===== src/rtl/de1_blinker_nios2_proc_oci_dct_packer.sv =====
`default_nettype none
// ============================================================================
// Module   : de1_blinker_nios2_proc_oci_dct_packer
// Purpose  : Packs 2-bit OCI data-trace tokens into 30-bit frames of up to
//            15 tokens plus a 4-bit token count (dct_buffer / dct_count).
//            The oldest token sits in the highest filled position; unfilled
//            upper bits are zero.
// Ports    : clk, reset              - clock, synchronous active-high reset
//            tok_valid/tok_data/tok_ready - token input handshake
//            flush                  - pulse: emit the current partial frame
//            frm_valid/frm_ready    - frame output handshake
//            dct_buffer[29:0]       - packed tokens of the held frame
//            dct_count[3:0]         - number of tokens in the frame (1..15)
// Config   : DCT_PACKER_TIMEOUT_EN  - when defined, a partial frame that has
//            been idle for TIMEOUT_CYCLES cycles is flushed automatically.
// Revision : 1.0 - initial release
// ============================================================================
module de1_blinker_nios2_proc_oci_dct_packer #(
  parameter int TIMEOUT_CYCLES = 64
) (
  input  logic        clk,
  input  logic        reset,
  input  logic        tok_valid,
  input  logic [1:0]  tok_data,
  output logic        tok_ready,
  input  logic        flush,
  output logic        frm_valid,
  input  logic        frm_ready,
  output logic [29:0] dct_buffer,
  output logic [3:0]  dct_count
);

  localparam logic [3:0] FULL_CNT     = 4'd15;
  localparam logic [7:0] TIMEOUT_LAST = 8'(TIMEOUT_CYCLES - 1);

  // Accumulator for the frame under construction.
  logic [29:0] acc_buf;
  logic [3:0]  acc_cnt;
  logic        flush_pend;

  // Next-state view of the accumulator including this cycle's token.
  logic        accept;
  logic [29:0] nbuf;
  logic [3:0]  ncnt;
  logic        slot_free;
  logic        flush_req;
  logic        timeout_hit;
  logic        launch;

  // Depends on registered state only, so there is no path from tok_valid
  // or flush into tok_ready.
  assign tok_ready = (acc_cnt != FULL_CNT);

  always_comb begin
    accept = tok_valid && tok_ready;
    nbuf   = acc_buf;
    ncnt   = acc_cnt;
    if (accept) begin
      nbuf = {acc_buf[27:0], tok_data};
      ncnt = acc_cnt + 4'd1;
    end
  end

  // The output register can take a new frame when it is empty or the
  // consumer is taking the current one this cycle (no bubble on replace).
  assign slot_free = !frm_valid || frm_ready;
  assign flush_req = flush || flush_pend || timeout_hit;
  assign launch    = slot_free &&
                     ((ncnt == FULL_CNT) || (flush_req && (ncnt != 4'd0)));

`ifdef DCT_PACKER_TIMEOUT_EN
  // Idle counter: counts cycles with a non-empty accumulator and no accept.
  // It saturates at the threshold so the timeout request persists while
  // the output slot is busy, and clears together with the launch.
  logic [7:0] idle_cnt;

  always_ff @(posedge clk) begin
    if (reset) begin
      idle_cnt <= 8'd0;
    end else if (accept || launch || (acc_cnt == 4'd0)) begin
      idle_cnt <= 8'd0;
    end else if (idle_cnt != TIMEOUT_LAST) begin
      idle_cnt <= idle_cnt + 8'd1;
    end
  end

  assign timeout_hit = (idle_cnt == TIMEOUT_LAST);
`else
  // Partial frames leave only on an explicit flush.
  logic unused_timeout_cfg;
  assign unused_timeout_cfg = ^TIMEOUT_LAST;
  assign timeout_hit        = 1'b0;
`endif

  // Accumulator and pending-flush tracking.
  always_ff @(posedge clk) begin
    if (reset) begin
      acc_buf    <= 30'd0;
      acc_cnt    <= 4'd0;
      flush_pend <= 1'b0;
    end else if (launch) begin
      acc_buf    <= 30'd0;
      acc_cnt    <= 4'd0;
      flush_pend <= 1'b0;
    end else begin
      acc_buf <= nbuf;
      acc_cnt <= ncnt;
      // A flush that cannot launch yet (slot busy) is remembered; one that
      // arrives with nothing to send is dropped.
      if (flush && (ncnt != 4'd0)) begin
        flush_pend <= 1'b1;
      end
    end
  end

  // Output frame register: EMPTY when frm_valid is low, HELD otherwise.
  // Data only changes on launch, so a held frame is stable until taken.
  always_ff @(posedge clk) begin
    if (reset) begin
      frm_valid  <= 1'b0;
      dct_buffer <= 30'd0;
      dct_count  <= 4'd0;
    end else if (launch) begin
      frm_valid  <= 1'b1;
      dct_buffer <= nbuf;
      dct_count  <= ncnt;
    end else if (slot_free && frm_ready) begin
      frm_valid  <= 1'b0;
    end
  end

endmodule
`default_nettype wire


===== config.mk =====
export PLATFORM = sky130hd
export DESIGN_NAME = de1_blinker_nios2_proc_oci_dct_packer
export DESIGN_NICKNAME = d
export VERILOG_FILES = /design/src/rtl/de1_blinker_nios2_proc_oci_dct_packer.sv
export SDC_FILE = /design/constraint.sdc
export NUM_CORES = 1
export LEC_CHECK = 0
export CAP_MARGIN = 20
export CORE_MARGIN = 5
export CORE_UTILIZATION = 49
export CTS_CLUSTER_DIAMETER = 200
export DETAILED_ROUTE_END_ITERATION = 8
export PLACE_DENSITY = 0.75
export SYNTH_ARGS = -nofsm -noshare
export SYNTH_HDL_FRONTEND = slang
export SYNTH_SLANG_ARGS = --single-unit

===== constraint.sdc =====
create_clock -name clk -period 2.2 [get_ports clk]
set_clock_uncertainty 0.05 [all_clocks]
set_input_delay 0.44 -clock clk [delete_from_list [all_inputs] [get_ports clk]]
set_output_delay 0.44 -clock clk [all_outputs]
set_load 0.01 [all_outputs]

==> reports/results.tsv <==
stage	metric	value	unit
status	status	finished with violations	
status	failing checks	setup timing	
yosys	ys flop type	dfxtp_1	
grt	vias in the first global route	2383	
setup_path	slowest stage delay, CP	0.38	ns
floorplan	initial cell density of the core	50.33	%
sta	worst slew pin tran	0.4627	ns
setup_path	delay-heaviest family, CP	compound AO/OA/AOI/OAI gates	
setup_path	worst reg2reg setup slack	-0.02	ns
yosys	Syn Inst Count	292	
sta	period utilization	100.9	%
setup_path	Slowest cell on crit path	dfxtp_4	
grt	total gr overflow	0	
layout	final net count	383	
route	DR DRC count	0	
yosys	mapped cell area	3196	um^2
floorplan	io pins	43	
setup_path	ordered list of cells on the worst path	ha_4 -> nand3_1 -> a211o_1 -> and3_4 -> a22oi_4 -> buf_6 -> buf_16 -> mux2_2	
cts	hold buffer count at CTS	0	
cts	Worst-path clk slew	0.08	ns
yosys	Mapped Nets	300	
power_and_ir_drop	Final Power	2.849	mW
yosys	biggest area consumer among synthesized cells	dfxtp_1	
route	wire per inst	13.48	um
cts	H-tree depth	3	
power_and_ir_drop	pwr dens	660.5	nW/um^2
sta	hold_ws	0.4275	ns
route	DRT iter0 DRCs	41	
placement	gp weighted congestion	0.7004	
layout	share of cells above drive strength 1	35.26	%
sta	Final Hold Vio Count	0	
yosys	Mapped Avg Cell Area	10.94	um^2
layout	Multi-input gate area	1663	um^2
floorplan	Die Width	90.76	um
floorplan	num rows	29	
route	DRT Pass-1 Iters	4	
route	Routed WL	6.162	mm
floorplan	core area	6350	um^2
setup_path	worst path required time	2.39	ns
route	DR vias/cell	4.934	
yosys	top cells by area, synth	dfxtp_1, mux2i_1, nor2_4	
yosys	Post-synth ARST share	0	%
cts	Clock Tree Buf Depth	2	
placement	DP Wirelength	4.121	mm
route	ANT nets after route	0	
grt	global-route wire length before repair	10.64	mm
grt	initial antenna violation count	0	
setup_path	Crit Path Category	reg -> reg	
layout	Fill cells	496	
layout	antenna cells	0	
power_and_ir_drop	maximum VDD drop	0.0005760	V
setup_path	CP arrival	2.41	ns
sta	RSZ-0062 raised after global routing	true	
floorplan	Die Span Y	90.76	um
cts	clock root cell	clkbuf_8	
sta	Achievable Freq	0.4507	GHz
layout	Reg area	1410	um^2
yosys	top cells by instance count after synthesis	dfxtp_1, nor2_1, mux2i_1, nor2b_1, nor2_4	
setup_path	WP buf/inv	2	
yosys	Synth cell types	40	
setup_path	worst-path fanout max	9	
grt	overall routing resource usage	15.84	%
cts	CTS tree	built	
cts	clk sinks	70	
layout	Layout area overhead	34.96	%
yosys	Yosys top cell area share	43.85	%
grt	largest net degree at the start of global routing	25	
floorplan	die area	8236	um^2
sta	min Tclk post-route	2.219	ns
yosys	Synth Register Bits	70	
yosys	Ys Warns	0	
yosys	Post-synth EDFFs	0	
yosys	Seq/Total Area, Yosys	43.85	%
sta	Final Max Tran Viols	0	
setup_path	nature of the critical path endpoint	flop	
yosys	most instantiated library cell after synthesis	dfxtp_1	
sta	Final Setup Violations	5	
worst_hold_path	HP Class	reg -> reg	
run	Max Cap Viol	0	
sta	Worst slew margin	69.15	%
setup_path	Worst Setup Start Kind	flop	
route	via count	2255	
sta	post-route setup slack	-0.01890	ns
power_and_ir_drop	leak pwr	1.792	nW
placement	number of port buffers	42	
cts	TritonCTS buffer count	9	
cts	Clk Latency, worst-skew pair	0.34	ns
## per-stage QoR
stage / util, % / setup TNS, ns / setup WS, ns / instance area [um^2] / instances
final: 67.92 / -0.06732 / -0.01890 / 4313 / 457
after global routing: 67.92 / -2.157 / -0.08980 / 4313 / 457
after CTS: 67.90 / -0.4533 / -0.02774 / 4312 / 456
after detailed placement: 63.43 / -27.70 / -0.4830 / 4028 / 436
after global placement: 63.43 / -24.94 / -0.4235 / 4028 / 436
after floorplan: - / -0.01849 / -0.002311 / 3219 / 292
## area by class of cell
type	count	share of cell area [%]
multi-input combinational	200	38.56
sequential	70	32.70
timing repair buffer	92	21.06
clock buffer	12	4.091
tap	77	2.234
clock inverter	4	1.189
inverter	2	0.1741
## flip-flops by register name, summed over array words and instances (netlist names)
name	cells
flush_pend	1
dct_count	4
dct_buffer	30
acc_buf	30
frm_valid	1
acc_cnt	4
## worst register-to-register path, cell delays in order, from the launching register on
cell     delay [ns]
dfxtp_4        0.38
ha_4           0.16
nand3_1        0.16
a211o_1        0.36
and3_4         0.20
a22oi_4        0.20
buf_6          0.15
buf_16         0.13
mux2_2         0.33
## report_power, final
group	total (mW)	switching [mW]	internal [mW]	leakage, nW
Combinational	0.416	0.207	0.209	1.11
Clock	1.13	0.478	0.654	0.114
Sequential	1.30	0.0144	1.29	0.567
Total	2.85	0.700	2.15	1.79
## metal layers
| metal | part of all wire (%) | global-route usage, % | up-vias | wire, um |
|---|---|---|---|---|
| met3 | 3.6 | 4.583 | 8 | 223 |
| li1 | - | - | 1137 | - |
| met5 | 0 | 0 | - | 0 |
| met2 | 53 | 27.97 | 33 | 3253 |
| met4 | 2.2 | 7.196 | 0 | 136 |
| met1 | 41 | 17.33 | 1077 | 2549 |
## logic make-up (layout without fill, tap and decap cells)
kind of cell             after synthesis  after routing  synth area share (%)
AO/OA/AOI/OAI                         12             12                 3.093
XOR/XNOR                               1              1                0.2741
adder cells (fa/ha/maj)                1              1                0.3915
buffers and inverters                 22            110                 5.286
flip-flops                            70             70                 43.85
multiplexers                          65             65                 21.61
AND/OR/NAND/NOR                      121            121                 25.49
## placed cells by master (no fill, tap or decap), types with 2 or more instances in the layout
cell type        synthesis  layout
nor2_1                  36      36
nor2b_1                 33      33
dfxtp_4                  0       2
clkdlybuf4s50_1          0      40
nor3_1                   2       2
mux2_2                  27      24
nor2_4                  29      29
clkbuf_8                 0      11
buf_4                    0      39
mux2_1                   5       5
mux2i_1                 33      33
nand2_1                  6       5
o21ai_0                  2       2
buf_12                   3       7
dfxtp_1                 70      67
buf_6                    4       3
inv_1                    2       2
nand2b_1                 4       4
mux2_4                   0       3
## timing repair
action,CTS,global route
pin swaps,2,3
setup buffers,3,3
cloned,1,0
resized for setup,2,8
endpoints found under the setup margin,44,34
hold endpoints to repair,0,0
## path summary, 6_finish.rpt
kind | start | endpoint | depth (start not counted)
setup / recovery | acc_cnt[1] | dct_buffer[21] | 8
hold / removal | dct_count[0] | dct_count[0] | 2
setup reg to reg | acc_cnt[1] | dct_buffer[21] | 8
hold reg to reg | dct_count[0] | dct_count[0] | 2
(Power assumes the default switching activity.)
